`config.mk`:
```
export PLATFORM = sky130hd
export DESIGN_NAME = code_lock
export DESIGN_NICKNAME = d
export VERILOG_FILES = /design/src/rtl/code_lock.sv
export SDC_FILE = /design/constraint.sdc
export NUM_CORES = 1
export LEC_CHECK = 0
export BUFFER_PORTS_ARGS = -buffer_cell sky130_fd_sc_hd__buf_2
export CAP_MARGIN = 20
export CORE_ASPECT_RATIO = 0.75
export CORE_MARGIN = 2
export CORE_UTILIZATION = 40
export CTS_BUF_LIST = sky130_fd_sc_hd__clkbuf_16
export CTS_CLUSTER_DIAMETER = 120
export DETAILED_ROUTE_END_ITERATION = 8
export GPL_TIMING_DRIVEN = 0
export SYNTH_ARGS = -nofsm -noshare
export SYNTH_HDL_FRONTEND = slang
export SYNTH_SLANG_ARGS = --single-unit
```
`constraint.sdc`:
```
create_clock -name CLK -period 2.5 [get_ports CLK]
set_input_delay 0.125 -clock CLK [delete_from_list [all_inputs] [get_ports CLK]]
set_output_delay 0.125 -clock CLK [all_outputs]
set_load 0.01 [all_outputs]
```
`src/rtl/code_lock.sv`:
```
// code_lock: four-digit push-button combination lock.
//
// Buttons arrive as debounced pulses on BTN. Only their rising edges count,
// so a button held down produces one digit. Four digits are collected and
// compared against CODE, which holds the first digit in its top two bits.
// A correct code raises UNLOCK for UNLOCK_CYCLES cycles. A wrong code pulses
// ERR and bumps FAIL_CNT. MAX_FAIL wrong codes in a row raise LOCKED for
// LOCKOUT_CYCLES cycles. Digit entry gives up after TIMEOUT quiet cycles.
//
// Ports
//   CLK      in   clock, all state on its rising edge
//   RST      in   asynchronous active-high reset
//   BTN      in   [3:0] button pulses, one bit per button
//   UNLOCK   out  high while a correct code is being honoured
//   ERR      out  one-cycle pulse per completed wrong code
//   LOCKED   out  high during lockout
//   FAIL_CNT out  [1:0] consecutive wrong-code count
//   STATE    out  [1:0] 0 idle, 1 entry, 2 open, 3 lockout
module code_lock #(
    parameter logic [7:0] CODE           = 8'b00_01_10_11,
    parameter int         TIMEOUT        = 1000,
    parameter int         UNLOCK_CYCLES  = 200,
    parameter int         MAX_FAIL       = 3,
    parameter int         LOCKOUT_CYCLES = 5000
) (
    input  logic       CLK,
    input  logic       RST,
    input  logic [3:0] BTN,
    output logic       UNLOCK,
    output logic       ERR,
    output logic       LOCKED,
    output logic [1:0] FAIL_CNT,
    output logic [1:0] STATE
);

    typedef enum logic [1:0] {
        S_IDLE    = 2'd0,
        S_ENTRY   = 2'd1,
        S_OPEN    = 2'd2,
        S_LOCKOUT = 2'd3
    } state_t;

    localparam logic [31:0] TO_LAST = 32'(TIMEOUT - 1);
    localparam logic [31:0] UN_LAST = 32'(UNLOCK_CYCLES - 1);
    localparam logic [31:0] LK_LAST = 32'(LOCKOUT_CYCLES - 1);
    localparam logic [1:0]  FAIL_LIM = 2'(MAX_FAIL);

    state_t      state, state_n;
    logic [3:0]  btn_p;
    logic [31:0] timer, timer_n;
    logic [1:0]  cnt, cnt_n;        // digits already accepted in this entry
    logic        mis, mis_n;        // sticky mismatch for the current entry
    logic [1:0]  fail_cnt, fail_n;
    logic        unlock_r, unlock_n;
    logic        err_r, err_n;
    logic        locked_r, locked_n;

    logic [3:0]  rise;
    logic        btn_evt;
    logic        dig_ok;
    logic [1:0]  digit;
    logic [1:0]  exp_dig;
    logic        dig_bad;
    logic [1:0]  fail_inc;

    assign rise     = BTN & ~btn_p;
    assign btn_evt  = |rise;
    assign fail_inc = fail_cnt + 2'd1;

    // Exactly one rising bit names a digit; any other nonzero pattern is a
    // digit that can never match.
    always_comb begin
        dig_ok = 1'b1;
        digit  = 2'd0;
        unique case (rise)
            4'b0001: digit = 2'd0;
            4'b0010: digit = 2'd1;
            4'b0100: digit = 2'd2;
            4'b1000: digit = 2'd3;
            default: dig_ok = 1'b0;
        endcase
    end

    // cnt is 0 in idle, so the same slice select serves the first digit.
    always_comb begin
        unique case (cnt)
            2'd0:    exp_dig = CODE[7:6];
            2'd1:    exp_dig = CODE[5:4];
            2'd2:    exp_dig = CODE[3:2];
            default: exp_dig = CODE[1:0];
        endcase
    end

    assign dig_bad = !dig_ok || (digit != exp_dig);

    always_comb begin
        state_n  = state;
        timer_n  = timer;
        cnt_n    = cnt;
        mis_n    = mis;
        fail_n   = fail_cnt;
        unlock_n = unlock_r;
        err_n    = 1'b0;
        locked_n = locked_r;
        unique case (state)
            S_IDLE: begin
                if (btn_evt) begin
                    state_n = S_ENTRY;
                    cnt_n   = 2'd1;
                    mis_n   = dig_bad;
                    timer_n = '0;
                end
            end
            S_ENTRY: begin
                if (btn_evt) begin
                    timer_n = '0;
                    if (cnt == 2'd3) begin
                        cnt_n = 2'd0;
                        mis_n = 1'b0;
                        if (!(mis || dig_bad)) begin
                            state_n  = S_OPEN;
                            unlock_n = 1'b1;
                            fail_n   = 2'd0;
                        end else begin
                            err_n  = 1'b1;
                            fail_n = fail_inc;
                            state_n = (fail_inc == FAIL_LIM) ? S_LOCKOUT : S_IDLE;
                        end
                    end else begin
                        cnt_n = cnt + 2'd1;
                        mis_n = mis || dig_bad;
                    end
                end else if (timer == TO_LAST) begin
                    state_n = S_IDLE;
                    cnt_n   = 2'd0;
                    mis_n   = 1'b0;
                    timer_n = '0;
                end else begin
                    timer_n = timer + 32'd1;
                end
            end
            S_OPEN: begin
                if (timer == UN_LAST) begin
                    state_n  = S_IDLE;
                    unlock_n = 1'b0;
                    timer_n  = '0;
                end else begin
                    timer_n = timer + 32'd1;
                end
            end
            default: begin
                // The first lockout cycle carries the ERR pulse, so LOCKED
                // rises one cycle later to keep the outputs mutually
                // exclusive; it then holds for the full lockout length.
                if (!locked_r) begin
                    locked_n = 1'b1;
                end else if (timer == LK_LAST) begin
                    state_n  = S_IDLE;
                    locked_n = 1'b0;
                    fail_n   = 2'd0;
                    timer_n  = '0;
                end else begin
                    timer_n = timer + 32'd1;
                end
            end
        endcase
    end

    always_ff @(posedge CLK or posedge RST) begin
        if (RST) begin
            state    <= S_IDLE;
            btn_p    <= '0;
            timer    <= '0;
            cnt      <= '0;
            mis      <= 1'b0;
            fail_cnt <= '0;
            unlock_r <= 1'b0;
            err_r    <= 1'b0;
            locked_r <= 1'b0;
        end else begin
            state    <= state_n;
            btn_p    <= BTN;
            timer    <= timer_n;
            cnt      <= cnt_n;
            mis      <= mis_n;
            fail_cnt <= fail_n;
            unlock_r <= unlock_n;
            err_r    <= err_n;
            locked_r <= locked_n;
        end
    end

    assign UNLOCK   = unlock_r;
    assign ERR      = err_r;
    assign LOCKED   = locked_r;
    assign FAIL_CNT = fail_cnt;
    assign STATE    = state;

endmodule

```
==> results.cfg <==
[synthesis]
synthFlopType = dfrtp_1
netlist_area_mm2 = 0.00257
syn_avg_cell_area_um2 = 9.46
synth_nets = 283
yosysSeqAreaShare = 0.447
synth_cells = 272
yosys_warnings = 0
async_reset_ff_frac = 1.00
synth_edf_count = 0
synth_seq_cells = 46
ys_types = 47

[setup_path]
worstRegToRegCells = 7
crit_fanout = 10
reg2reg_to = timer[5]
r2r-start = timer[25]
crit_type = reg2reg
r2r_slack_ns = 0.15
required_ns = 2.67
worstPathArrival_ns = 2.52
cp-startpoint = timer[25]
worst_setup_path_start_kind = register
worstSetupEndpointType = register

[timing]
drv_slew = 0
period_minus_slack_ns = 2.35
fin_skew_ns = 0.00969
hold_slack_ns = 0.307
tns_ns = 0
period_share = 0.939
fmax_mhz = 426
worst_pin_slew_ns = 0.559
relSlewSlack = 0.627
finalHoldViolCount = 0
rsz0062_at_grt = false
setup_viol = 0

[job]
cap_violations = 0

[power_and_ir_drop]
p_int_w = 0.00113
peakVddDrop_v = 0.000255
pwr_density_cell_mw_per_mm2 = 491
p_seq_frac = 0.514
switching_power_w = 0.000321
p_clk_frac = 0.448
swShare = 0.220
combPwrFrac = 0.038
p_leak_nw = 1.31

[clock_tree]
cts_setup_buffers = 0
cts_made_buffers = 5
clk_path_buf_depth = 2
clk_pin_slew_ns = 0.06
cts.sinks = 46
worstSkewPairLatency_ns = 0.29
htreeDepth = 2
cts_root_buf = clkbuf_16
cts_tree = yes

[global_route]
grt_pass1_vias = 2029
overflow = 0
grt_max_degree = 36
grt_usage = 0.173
antenna_found_initial = 0
grt_pass1_wl_um = 9960

[finish]
area_delta_synth_final_pct = 15.2
stdcell_count = 379
antenna_cells = 0
nNetsFinal = 308
layout-drive-gt1-share = 0.128

[placement]
globalplace.congestion = 0.810
dp_cells = 366
placement.io_buffers = 12
dpl.hpwl_um = 3820

[drt]
drt-total-wl_um = 5590
routed_via_density = 5.31
vias = 2012
first_pass_iters = 4
wire_per_inst_um = 14.7
drc = 0
drtIter0Drc = 106
ant_nets = 0

[floorplan]
die_height_um = 73.5
core-area_mm2 = 0.00626
start_util = 0.411
dieArea_mm2 = 0.00710
die_w_um = 96.6
ios = 13
placementRows = 25

[hold_path]
hold_path.class = in2async

[status]
status = finished, final reports clean
==> how the worst max path moves through the flow <==
stage / end / slack (ns) / cells after the start
after global placement: timer[21] / 0.13 / 7
after CTS: timer[21] / 0.08 / 7
after detailed placement: timer[19] / 0.10 / 7
after floorplan: timer[16] / 0.55 / 8
after global routing: timer[9] / 0.03 / 7
final: timer[5] / 0.15 / 7
==> worst max-delay path, stage by stage (launching register included) <==
cell     delay [ns]
dfrtp_1        0.41
nor4_1         0.40
nand4_1        0.32
nor4_2         0.45
o22ai_1        0.20
nor2_4         0.22
buf_6          0.17
nor2_1         0.06
==> per-stage QoR <==
stage	instance area [um^2]	total power, W	worst slack [ns]	utilization
2_1_floorplan	2570	0.000794	0.552	-
3_3_place_gp	2730	0.000808	0.127	0.437
3_5_place_dp	2750	0.000813	0.102	0.440
4_1_cts	2950	0.00147	0.0769	0.471
5_1_grt	2960	0.00152	0.0274	0.474
6_report	2960	0.00145	0.153	0.474
==> final cells by class <==
type,instances,area [um^2]
multi-input combinational,207,1330
sequential,46,1150
buffer,10,73.8
clock inverter,3,16.3
timing repair buffer,18,130
fill,611,3290
clock buffer,5,125
inverter,9,33.8
tap,81,101
==> synth_stat cells, drive strengths merged (7+ instances only) <==
master	instances	area (um^2)
xor2	16	140
inv	9	33.8
and3	10	62.6
o21ai	11	55.1
buf	7	62.6
nand4	10	62.6
nand2	14	52.6
nor4	9	62.6
dfrtp	46	1150
nand3	18	90.1
and4	7	61.3
nor2	44	175
xnor2	17	149
==> what timing repair did <==
action / 4_1_cts / 5_1_grt
hold buffers: 5 / 0
hold endpoints to repair: 15 / 0
setup endpoints to repair: 0 / 30
resized for setup: 0 / 3
==> cell usage in the layout, fill, tap and decap left out, types with 2 or more instances in the layout <==
| master | n |
|---|---|
| clkbuf_1 | 3 |
| a21oi_1 | 4 |
| and2_1 | 4 |
| and4_1 | 7 |
| xor2_1 | 16 |
| nor4_2 | 4 |
| o21ai_0 | 9 |
| dlygate4sd3_1 | 5 |
| o31ai_1 | 2 |
| nor4_1 | 5 |
| and3_1 | 10 |
| buf_2 | 14 |
| ha_1 | 5 |
| nand2b_1 | 6 |
| nor2b_1 | 2 |
| nand2_1 | 14 |
| nand3_1 | 18 |
| clkbuf_16 | 5 |
| nor4b_1 | 2 |
| buf_6 | 4 |
| nand4b_1 | 3 |
| dfrtp_1 | 46 |
| inv_1 | 8 |
| o22ai_1 | 4 |
| o2111ai_1 | 2 |
| nand4_1 | 10 |
| o21ai_1 | 2 |
| nor2_1 | 42 |
| xnor2_1 | 17 |
==> flip-flops by register name, summed over array words and instances (netlist names), 2 cells and up <==
| signal | count |
|---|---|
| FAIL_CNT | 2 |
| cnt | 2 |
| timer | 32 |
| STATE | 2 |
| btn_p | 4 |
==> logic make-up (layout without fill, tap and decap cells) <==
| family | count (synthesis) | count (layout) | synth area share |
|---|---|---|---|
| flops | 46 | 46 | 0.447 |
| xor+xnor | 33 | 33 | 0.112 |
| buf+inv | 19 | 45 | 0.0418 |
| fa+ha+maj | 5 | 5 | 0.0243 |
| compound gates | 33 | 33 | 0.0856 |
| simple gates | 135 | 135 | 0.285 |
| mux | 1 | 1 | 0.00389 |
==> metal layers <==
layer	track usage	wire [um]	vias up
li1	-	-	1016
met1	0.260	3040	965
met2	0.256	2330	27
met3	0.0343	174	4
met4	0.0423	46	0
met5	0	0	-
==> power by group through the flow <==
| stage | combinational (W) | sequential [W] | clock (W) |
|---|---|---|---|
| floorplan | 0.0000319 | 0.000762 | 0 |
| detailed placement | 0.0000510 | 0.000762 | 0 |
| finish | 0.0000557 | 0.000748 | 0.000651 |
| CTS | 0.0000570 | 0.000748 | 0.000664 |
| global placement | 0.0000459 | 0.000762 | 0 |
| global route | 0.0000637 | 0.000748 | 0.000707 |
No activity file was read; power rests on OpenSTA's default activity.
